$ cat src/rtl/card_select.sv
// Cursor and two-card pick controller for a 6x6 memory game board.
// Holds a picked pair for SHOW_CYCLES cycles, then offers it until the game logic accepts.
module card_select #(
    parameter int SHOW_CYCLES = 25_000_000
) (
    input  logic        clock,
    input  logic        resetN,
    input  logic        btnUp,
    input  logic        btnDown,
    input  logic        btnLeft,
    input  logic        btnRight,
    input  logic        btnSel,
    input  logic [35:0] matched,
    input  logic        pairReady,
    output logic [5:0]  selectedCard,
    output logic [5:0]  card1,
    output logic [5:0]  card2,
    output logic        pairValid
);

    localparam int         CNT_W = $clog2(SHOW_CYCLES + 1);
    localparam logic [5:0] NONE  = 6'd63;

    typedef enum logic [1:0] {
        PICK1 = 2'd0,
        PICK2 = 2'd1,
        SHOW  = 2'd2,
        OFFER = 2'd3
    } state_t;

    state_t           state;
    logic [2:0]       row;
    logic [2:0]       col;
    logic [2:0]       row_next;
    logic [2:0]       col_next;
    logic [CNT_W-1:0] show_cnt;
    logic             pickable;

    // Opposing pulses on the same axis cancel each other.
    always_comb begin
        row_next = row;
        col_next = col;
        if (btnUp && !btnDown) begin
            row_next = (row == 3'd0) ? 3'd5 : row - 3'd1;
        end else if (btnDown && !btnUp) begin
            row_next = (row == 3'd5) ? 3'd0 : row + 3'd1;
        end
        if (btnLeft && !btnRight) begin
            col_next = (col == 3'd0) ? 3'd5 : col - 3'd1;
        end else if (btnRight && !btnLeft) begin
            col_next = (col == 3'd5) ? 3'd0 : col + 3'd1;
        end
    end

    assign pickable = !matched[selectedCard];

    always_ff @(posedge clock) begin
        if (!resetN) begin
            row          <= 3'd0;
            col          <= 3'd0;
            selectedCard <= 6'd0;
        end else begin
            row          <= row_next;
            col          <= col_next;
            selectedCard <= 6'(row_next) * 6'd6 + 6'(col_next);
        end
    end

    // Picks look at the registered cursor, i.e. the position before any coincident move.
    always_ff @(posedge clock) begin
        if (!resetN) begin
            state     <= PICK1;
            card1     <= NONE;
            card2     <= NONE;
            pairValid <= 1'b0;
            show_cnt  <= '0;
        end else begin
            case (state)
                PICK1: begin
                    if (btnSel && pickable) begin
                        card1 <= selectedCard;
                        state <= PICK2;
                    end
                end
                PICK2: begin
                    if (btnSel && pickable && (selectedCard != card1)) begin
                        card2    <= selectedCard;
                        show_cnt <= '0;
                        state    <= SHOW;
                    end
                end
                SHOW: begin
                    show_cnt <= show_cnt + 1'b1;
                    if (show_cnt == CNT_W'(SHOW_CYCLES - 1)) begin
                        state     <= OFFER;
                        pairValid <= 1'b1;
                    end
                end
                OFFER: begin
                    if (pairReady) begin
                        state     <= PICK1;
                        pairValid <= 1'b0;
                        card1     <= NONE;
                        card2     <= NONE;
                    end
                end
                default: begin
                    state     <= PICK1;
                    pairValid <= 1'b0;
                end
            endcase
        end
    end

endmodule
$ cat config.mk
export PLATFORM = sky130hd
export DESIGN_NAME = card_select
export DESIGN_NICKNAME = d
export VERILOG_FILES = /design/src/rtl/card_select.sv
export SDC_FILE = /design/constraint.sdc
export NUM_CORES = 1
export LEC_CHECK = 0
export ABC_AREA = 1
export BUFFER_PORTS_ARGS = -buffer_cell sky130_fd_sc_hd__buf_2
export CAP_MARGIN = 20
export CORE_UTILIZATION = 51
export CTS_CLUSTER_DIAMETER = 200
export DETAILED_ROUTE_END_ITERATION = 10
export GPL_ROUTABILITY_DRIVEN = 1
export GPL_TIMING_DRIVEN = 0
export PLACE_DENSITY_LB_ADDON = 0.05
export SLEW_MARGIN = 40
export SYNTH_ARGS = -nofsm -noshare
export SYNTH_HDL_FRONTEND = slang
export SYNTH_SLANG_ARGS = --single-unit
$ cat constraint.sdc
create_clock -name clock -period 5.14 [get_ports clock]
set_input_delay 1.542 -clock clock [delete_from_list [all_inputs] [get_ports clock]]
set_output_delay 1.542 -clock clock [all_outputs]
set_load 0.01 [all_outputs]
==> impl_results.md, run 1 <==
* Fin. Hold Viols at 0
* Compound-cell area share of the yosys netlist at 0.09897
* Syn avg cell area at 6.424 µm²
* Sequential Power Share at 0.359
* Simple-Gate Fraction of Synth Area at 0.3736
* Sequential cell area fraction in the yosys report at 0.2884
* Share of layout cells above drive strength 1 at 0.1403
* CP cell instances: buf_2 -> nor2_1 -> inv_1 -> o21ai_0 -> inv_1 -> fa_1 -> nand3_1 -> nand2_1 -> xor2_1 -> xor2_1 -> nor2_1
* Filler cells at ~670
* Met3 Usage GRT at 0.03307
* Post-synthesis xor/xnor area fraction at 0.06433
* Fin Clk Skew at approximately 0.011 ns
* Die area at roughly 7300 µm²
* DR WL/cell at about 12 µm
* Hold Path Depth at 2
* Power, Total at 1.423 mW
* Port Buffers at just over 60
* Post-synthesis cell count at between 500 and 600
* Min-delay worst type: register to register
* Combinational Power Share at 0.449
* Die Wd at ~85 µm
* Hold_buf cts at 0
* WL final at 8649 µm
* Post-DP HPWL at just under 7000 µm
* CTS Root Cell: clkbuf_8
* FF-to-FF End: selectedCard[4]
* First-pass DRT Iterations at 5
* Max-cap viol count at 0
* Max IR drop VDD at around 0.2 mV
* Initial Utilization at 0.5420
* Internal at 0.8450 mW
* Reg-to-Reg Start: row[0]
* Mapped Area at 3540 µm²
* Final setup vio count at 0
* Largest family of logic cells by synthesized area: simple AND/OR/NAND/NOR gates
* Final worst path period share at 0.6764
* Placer Congestion at 0.8897
* Pre-CTS WS at 1.337 ns
* Skew-Pair Late Insertion Delay at about 0.30 ns
* Power per cell area at ~350 nW/µm²
* Slowest stage delay, CP at around 0.60 ns
* Finished Cell Area at slightly above 4000 µm²
* Vias/cell at roughly 5.2
* Slew margin rel. at 0.5413
* Number of inserted diodes at 0
* Post-DRT Antenna Nets at 0
* Fmax at between 200 and 300 MHz
* Crit path time final at between 3 and 4 ns
* Synthesized Nets at about 600
* CP Data Arrival Time at 3.66 ns
* Overflow after GRT at 0
* Clock network fraction of design power at 0.192
* Crit. End Element: register
* Worst-path maximum fanout at 4
* Area of the multi-input gates at around 2100 µm²
* Crit Path Class: primary input to register
* Synth Register Bits at ~50
* FF+latch area at around 1000 µm²
* Initial antenna violation count at 0
* Met1 Use GR at 0.3611
* RSZ-0062 raised after global routing: false
* Post-synthesis adder-cell area fraction at 0.06080
* Slew Limit Fails at 0
* Routing usage on met2 at 0.4091
* Initial DRC count at between 200 and 300
* Sw Share at 0.4063
* DRC viols at 0
* CP endpoint: selectedCard[4]
* CTS tree: done
* Worst-path clk slew at around 0.090 ns
* Netlist cell types at 37
* Core Box Area at 6531 µm²
* YS warnings at 0
* Post_cts resized at 0
* Total GRT Usage at 0.2528
* Post-DP Area at between 3000 and 4000 µm²
* First-pass GRT wire length at roughly 15000 µm
* Setup TNS at 0 ns
* I/O pins at 63
* Row count at 29
* H-Tree Depth at 2
* Cells after DPL at between 600 and 700
* Die Ht at between 80 and 90 µm
* Final core area utilization at 0.6205
* Postcts setup bufs at 0
* Vias at about 3600
* R2R depth at 11
* Mux share of post-synthesis cell area at 0
* Worst Setup SP: btnDown
* CTS sink count at 51
* Gr busiest metal: met2
* Switching power at roughly 0.58 mW
* Final WS setup at about 1.7 ns
* Post-route insts no fill at around 700
* Worst path required time at about 5.3 ns
* CTS max path bufs at 2
* Worst Tran Pin Value at 0.6808 ns
* Layout area overhead at 14.49%
* Fin Hold WS at 0.4748 ns
* Flop-to-flop setup slack at ~2.5 ns
* Num CTS Buffers at 5
* Largest net degree at the start of global routing at 16
* Outcome: complete, no violations
* Nets at approximately 700
* CP startpoint kind: primary input
* P_leak at 1.843 nW
* Slowest CP cell: fa_1
* Vias in the first global route at around 3300
[power groups by stage]
stage                     registers, mW  logic [mW]  clock network (mW)
final                             0.511       0.639               0.273
after global routing              0.521       0.725               0.295
after CTS                         0.511       0.641               0.283
after detailed placement          0.520       0.640                   0
after global placement            0.518       0.632                   0
after floorplan                   0.535       0.442                   0
[registers in the layout (all words and copies together) (netlist names)]
signal,flops
state,2
show_cnt,25
pairValid,1
selectedCard,6
row,3
card1,6
card2,6
col,2
[cells by family (layout without fill, tap and decap cells)]
family	Yosys count	after routing
compound gates	63	63
xor+xnor	26	26
buf+inv	86	155
fa+ha+maj	16	16
flops	51	51
simple gates	309	309
[layout by cell type, fill, tap and decap left out, types with 2 or more instances in the layout]
cell type / instances
nor3_1: 11
fa_1: 2
nand4_1: 17
nand2_4: 2
nand2_1: 149
o21ai_1: 2
ha_1: 14
nor2_1: 77
a211oi_1: 2
dfxtp_1: 51
o211ai_1: 5
nand3_1: 41
clkbuf_1: 8
nor4_1: 6
clkbuf_8: 5
inv_1: 62
xor2_1: 18
nand3_2: 2
o21ai_0: 14
xnor2_1: 8
buf_2: 65
a21oi_1: 34
buf_6: 7
clkinv_1: 2
[cells in the mapped netlist (all sizes together)]
| cell type | count | area [µm²] |
|---|---|---|
| dfxtp | 51 | 1021 |
| xnor2 | 8 | 70.07 |
| a211oi | 2 | 15.01 |
| fa | 2 | 40.04 |
| nor4 | 6 | 37.54 |
| nor2 | 77 | 289.0 |
| o211a | 1 | 10.01 |
| nand3 | 43 | 225.2 |
| inv | 63 | 244.0 |
| a21oi | 34 | 170.2 |
| o22ai | 1 | 6.260 |
| a21boi | 1 | 7.510 |
| o211ai | 5 | 37.54 |
| o221ai | 1 | 8.760 |
| ha | 14 | 175.2 |
| or2 | 2 | 12.52 |
| nor3b | 1 | 7.510 |
| a22oi | 1 | 7.510 |
| buf | 12 | 116.4 |
| nand4 | 17 | 106.4 |
| nor3 | 11 | 55.05 |
| clkinv | 3 | 12.51 |
| clkbuf | 8 | 30.03 |
| xor2 | 18 | 157.7 |
| o21bai | 1 | 7.510 |
| nand3b | 1 | 7.510 |
| o21ai | 16 | 80.08 |
| nand2 | 151 | 581.8 |
[final cells by class]
type / count / share of cell area
clock inverter: 2 / 0.009262
inverter: 66 / 0.06329
timing repair buffer: 62 / 0.07657
buffer: 20 / 0.03612
sequential: 51 / 0.2519
multi-input combinational: 414 / 0.5221
clock buffer: 5 / 0.01698
tap: 77 / 0.02377
[worst min-delay path by stage]
stage	from	end	slack, ns
after floorplan	show_cnt[24]	show_cnt[24]	0.47
after global placement	card2[2]	card2[2]	0.45
after detailed placement	card2[2]	card2[2]	0.46
after CTS	card2[2]	card2[2]	0.48
after global routing	card2[3]	card2[3]	0.52
final	card2[2]	card2[2]	0.47
[critical path: cells and delay by family]
kind / cells / cell delay [ns]
AND/OR/NAND/NOR: 4 / 0.38
XOR/XNOR: 2 / 0.33
AO/OA/AOI/OAI: 1 / 0.40
adder cells (fa/ha/maj): 1 / 0.60
buffers and inverters: 3 / 0.40
[layer usage]
layer / share of wire / vias to the layer above
li1: - / 1906
met1: 0.49 / 1607
met2: 0.45 / 103
met3: 0.056 / 8
met4: 0.0079 / 0
met5: 0 / -
No activity file was read; power rests on OpenSTA's default activity.
==> run 2, diff against run 1 <==
--- a/config.mk
+++ b/config.mk
@@ -5,7 +5,7 @@
 export SDC_FILE = /design/constraint.sdc
 export NUM_CORES = 1
 export LEC_CHECK = 0
-export ABC_AREA = 1
+export ABC_AREA = 0
 export BUFFER_PORTS_ARGS = -buffer_cell sky130_fd_sc_hd__buf_2
 export CAP_MARGIN = 20
 export CORE_UTILIZATION = 51
==> constraint.sdc (replaced) <==
create_clock -name clock -period 3.4 [get_ports clock]
set_input_delay 1.02 -clock clock [delete_from_list [all_inputs] [get_ports clock]]
set_output_delay 1.02 -clock clock [all_outputs]
set_load 0.01 [all_outputs]
==> run 2 against run 1 <==
First-iteration DRC count is 38% lower. Hold slack gained 0.0096 ns. Global-route usage increased by 0.79 points. Sequential share of layout area grew 0.13 points. Area after synthesis shrank 0.57%. Sequential power is 44% higher. Utilization about the same.
==> impl_results.md, run 2 <==
* CP Data Arrival Time at 3.06 ns (was 3.66 ns)
* Post-synth EDFFs at 0 (unchanged)
* Hold Path Depth at 2 (unchanged)
* Power per cell area at 554.3 nW/µm² (was 351.2 nW/µm²)
* Met1 Use GR at 0.3721 (was 0.3611)
* Fin. Hold Viols at 0 (unchanged)
* Setup TNS at 0 ns (unchanged)
* Placer Congestion at 0.7978 (was 0.8897)
* First-pass DRT Iterations at 5 (unchanged)
* Hold Path Sink: card2[4] (was card2[2])
* Filler cells at 583 (was 667)
* Commonest non-fill, non-tap cells in the layout: 64 x buf_2, 51 x dfxtp_1, 43 x nand2_1 (was 149 x nand2_1, 77 x nor2_1, 65 x buf_2)
* Hold_buf cts at 0 (unchanged)
* Worst-path clk slew at 0.09 ns (about the same)
* Slew margin rel. at 0.5515 (was 0.5413)
* FF-to-FF End: selectedCard[4] (unchanged)
* CTS max path bufs at 2 (unchanged)
* Netlist cell types at 66 (was 37)
* Nets at 536 (was 680)
* Top post-synthesis cells by area: dfxtp_1 29%, a32o_1 6.0%, ha_1 5.0% (was dfxtp_1 29%, nand2_1 16%, nor2_1 8.2%)
* CP startpoint kind: primary input (unchanged)
* Largest area contributor in the netlist: dfxtp_1 (unchanged)
* Crit. End Element: register (unchanged)
* Flop-to-flop setup slack at 0.75 ns (was 2.54 ns)
* Initial antenna violation count at 0 (unchanged)
* Num CTS Buffers at 5 (unchanged)
* Post-route insts no fill at 554 (was 697)
* Post_cts resized at 0 (unchanged)
* Top_reg_cell synth: dfxtp_1 (unchanged)
* Final setup vio count at 0 (unchanged)
* Crit path time final at 2.881 ns
* I/O pins at 63 (unchanged)
* Synthesized Nets at 468 (was 611)
* Die Wd at 85.08 µm (was 85.31 µm)
* CTS Root Cell: clkbuf_8 (unchanged)
* Post-DP HPWL at 6579 µm (was 6878 µm)
* H-Tree Depth at 2 (unchanged)
* Post-synthesis cell count at 408 (was 551)
* Vias at 3378 (was 3624)
* Max-cap viol count at 0 (unchanged)
* Largest net degree at the start of global routing at 17 (was 16)
* Skew-Pair Late Insertion Delay at 0.31 ns (was 0.30 ns)
* Max reg flops at 25 (unchanged)
* Synth top cells by count: 51 x dfxtp_1, 43 x nand2_1, 23 x nor2_1 (was 149 x nand2_1, 77 x nor2_1, 62 x inv_1)
* Min-delay worst type: register to register (unchanged)
* Routing usage on met2 at 0.4135 (was 0.4091)
* Synth Register Bits at 51 (unchanged)
* CTS tree: done (unchanged)
* Max IR drop VDD at 0.2330 mV (was 0.1950 mV)
* Syn avg cell area at 8.627 µm² (was 6.424 µm²)
* Row count at 29 (unchanged)
* Worst path required time at 3.58 ns (was 5.32 ns)
* Biggest register: show_cnt (unchanged)
* Final WS setup at 0.5192 ns (was 1.663 ns)
* DR WL/cell at 15.89 µm (was 12.41 µm)
* Fin Clk Skew at 0.01083 ns (was 0.01121 ns)
* Die area at 7238 µm² (was 7278 µm²)
* Outcome: complete, no violations (unchanged)
* Crit Path Class: primary input to register (unchanged)
* Initial Utilization at 0.5419 (was 0.5420)
* Core Box Area at 6495 µm² (was 6531 µm²)
* Die Ht at 85.08 µm (was 85.31 µm)
* Hold Path Origin: card2[4] (was card2[2])
* Final worst path period share at 0.8473
* Cells after DPL at 546 (was 690)
* Mapped Area at 3520 µm² (was 3540 µm²)
* Pre-CTS WS at 0.1797 ns (was 1.337 ns)
* YS warnings at 0 (unchanged)
* FF+latch area at 1021 µm² (unchanged)
* Met3 Usage GRT at 0.03988 (was 0.03307)
* Postcts setup bufs at 0 (unchanged)
* Total GRT Usage at 0.2607 (was 0.2528)
* Vias in the first global route at 3153 (was 3338)
* Gr busiest metal: met2 (unchanged)
* Post-DRT Antenna Nets at 0 (unchanged)
* Fmax at 347.1 MHz
* DRC viols at 0 (unchanged)
* R2R depth at 10 (was 11)
* Initial DRC count at 180 (was 290)
* Worst Tran Pin Value at 0.6705 ns (was 0.6808 ns)
* Layout area overhead at 14.54% (was 14.49%)
* WL final at 8804 µm (was 8649 µm)
* Port Buffers at 61 (was 62)
* Number of inserted diodes at 0 (unchanged)
* Vias/cell at 6.097 (was 5.199)
* RSZ-0062 raised after global routing: false (unchanged)
* Reg-to-Reg Start: row[0] (unchanged)
* Area of the multi-input gates at 2276 µm² (was 2116 µm²)
* Area share of the largest cell type after synthesis at 0.2901 (was 0.2884)
* Final core area utilization at 0.6207 (was 0.6205)
* Power, Total at 2.234 mW (was 1.423 mW)
* Overflow after GRT at 0 (unchanged)
* Worst-path maximum fanout at 6 (was 4)
* Share of layout cells above drive strength 1 at 0.2138 (was 0.1403)
* Ys async rst share at 0 (unchanged)
* CTS sink count at 51 (unchanged)
* Count leader, synth: dfxtp_1 (was nand2_1)
* Most common cell after layout, fill and taps aside: buf_2 (was nand2_1)
* P_leak at 1.535 nW (was 1.843 nW)
* Sequential cell area fraction in the yosys report at 0.2901 (was 0.2884)
* Slew Limit Fails at 0 (unchanged)
* First-pass GRT wire length at 15170 µm (was 14970 µm)
## run 2: area by class of cell
class | instances | area share
flip-flops and latches | 51 | 0.2533
clock inverters | 2 | 0.004035
clock buffers | 6 | 0.02048
repair buffers | 61 | 0.07573
plain buffers | 28 | 0.03942
inverters | 20 | 0.01862
well taps | 77 | 0.02390
multi-input cells | 309 | 0.5646
## run 2: cell families (layout without fill, tap and decap cells)
family | Yosys count | in the layout | share of synthesized area
compound gates | 105 | 105 | 0.2378
xor+xnor | 10 | 10 | 0.02489
buf+inv | 48 | 117 | 0.06647
mux | 22 | 22 | 0.08887
simple gates | 156 | 156 | 0.2307
flops | 51 | 51 | 0.2901
fa+ha+maj | 16 | 16 | 0.06115
## run 2: power by group
part           switching (mW)  internal (mW)  total [mW]
clock network           0.212          0.167       0.379
logic                   0.649          0.470        1.12
registers              0.0674          0.670       0.737
## run 2: critical path, stage by stage
cell and delay (ns):
buf_2 0.13, nand2b_1 0.19, nor3_1 0.16, a211oi_1 0.07, a21oi_1 0.34, ha_1 0.32, ha_1 0.28, a21o_1 0.16
nand2_1 0.07, xnor2_1 0.13, xnor2_1 0.13, nor2_1 0.05
## run 2: routing by layer
layer / wire (µm) / share of wire / vias up
li1: - / - / 1663
met1: 4153 / 0.47 / 1619
met2: 4123 / 0.47 / 86
met3: 434 / 0.049 / 10
met4: 93 / 0.011 / 0
met5: 0 / 0 / -
## run 2: worst max path at each step
stage	start	end	slack, ns	cells past startpoint
floorplan	btnDown	selectedCard[4]	0.53	11
global placement	btnDown	selectedCard[4]	0.25	12
detailed placement	btnDown	selectedCard[4]	0.18	12
CTS	btnDown	selectedCard[4]	0.51	12
global route	btnLeft	selectedCard[4]	0.37	14
finish	btnDown	selectedCard[4]	0.52	12
## run 2: metrics by stage
| stage | hold slack [ns] | instance area (µm²) |
|---|---|---|
| 2_1_floorplan | 0.4677 | 3520 |
| 3_3_place_gp | 0.4644 | 3921 |
| 3_5_place_dp | 0.4732 | 3928 |
| 4_1_cts | 0.4880 | 4026 |
| 5_1_grt | 0.5229 | 4031 |
| 6_report | 0.4843 | 4031 |
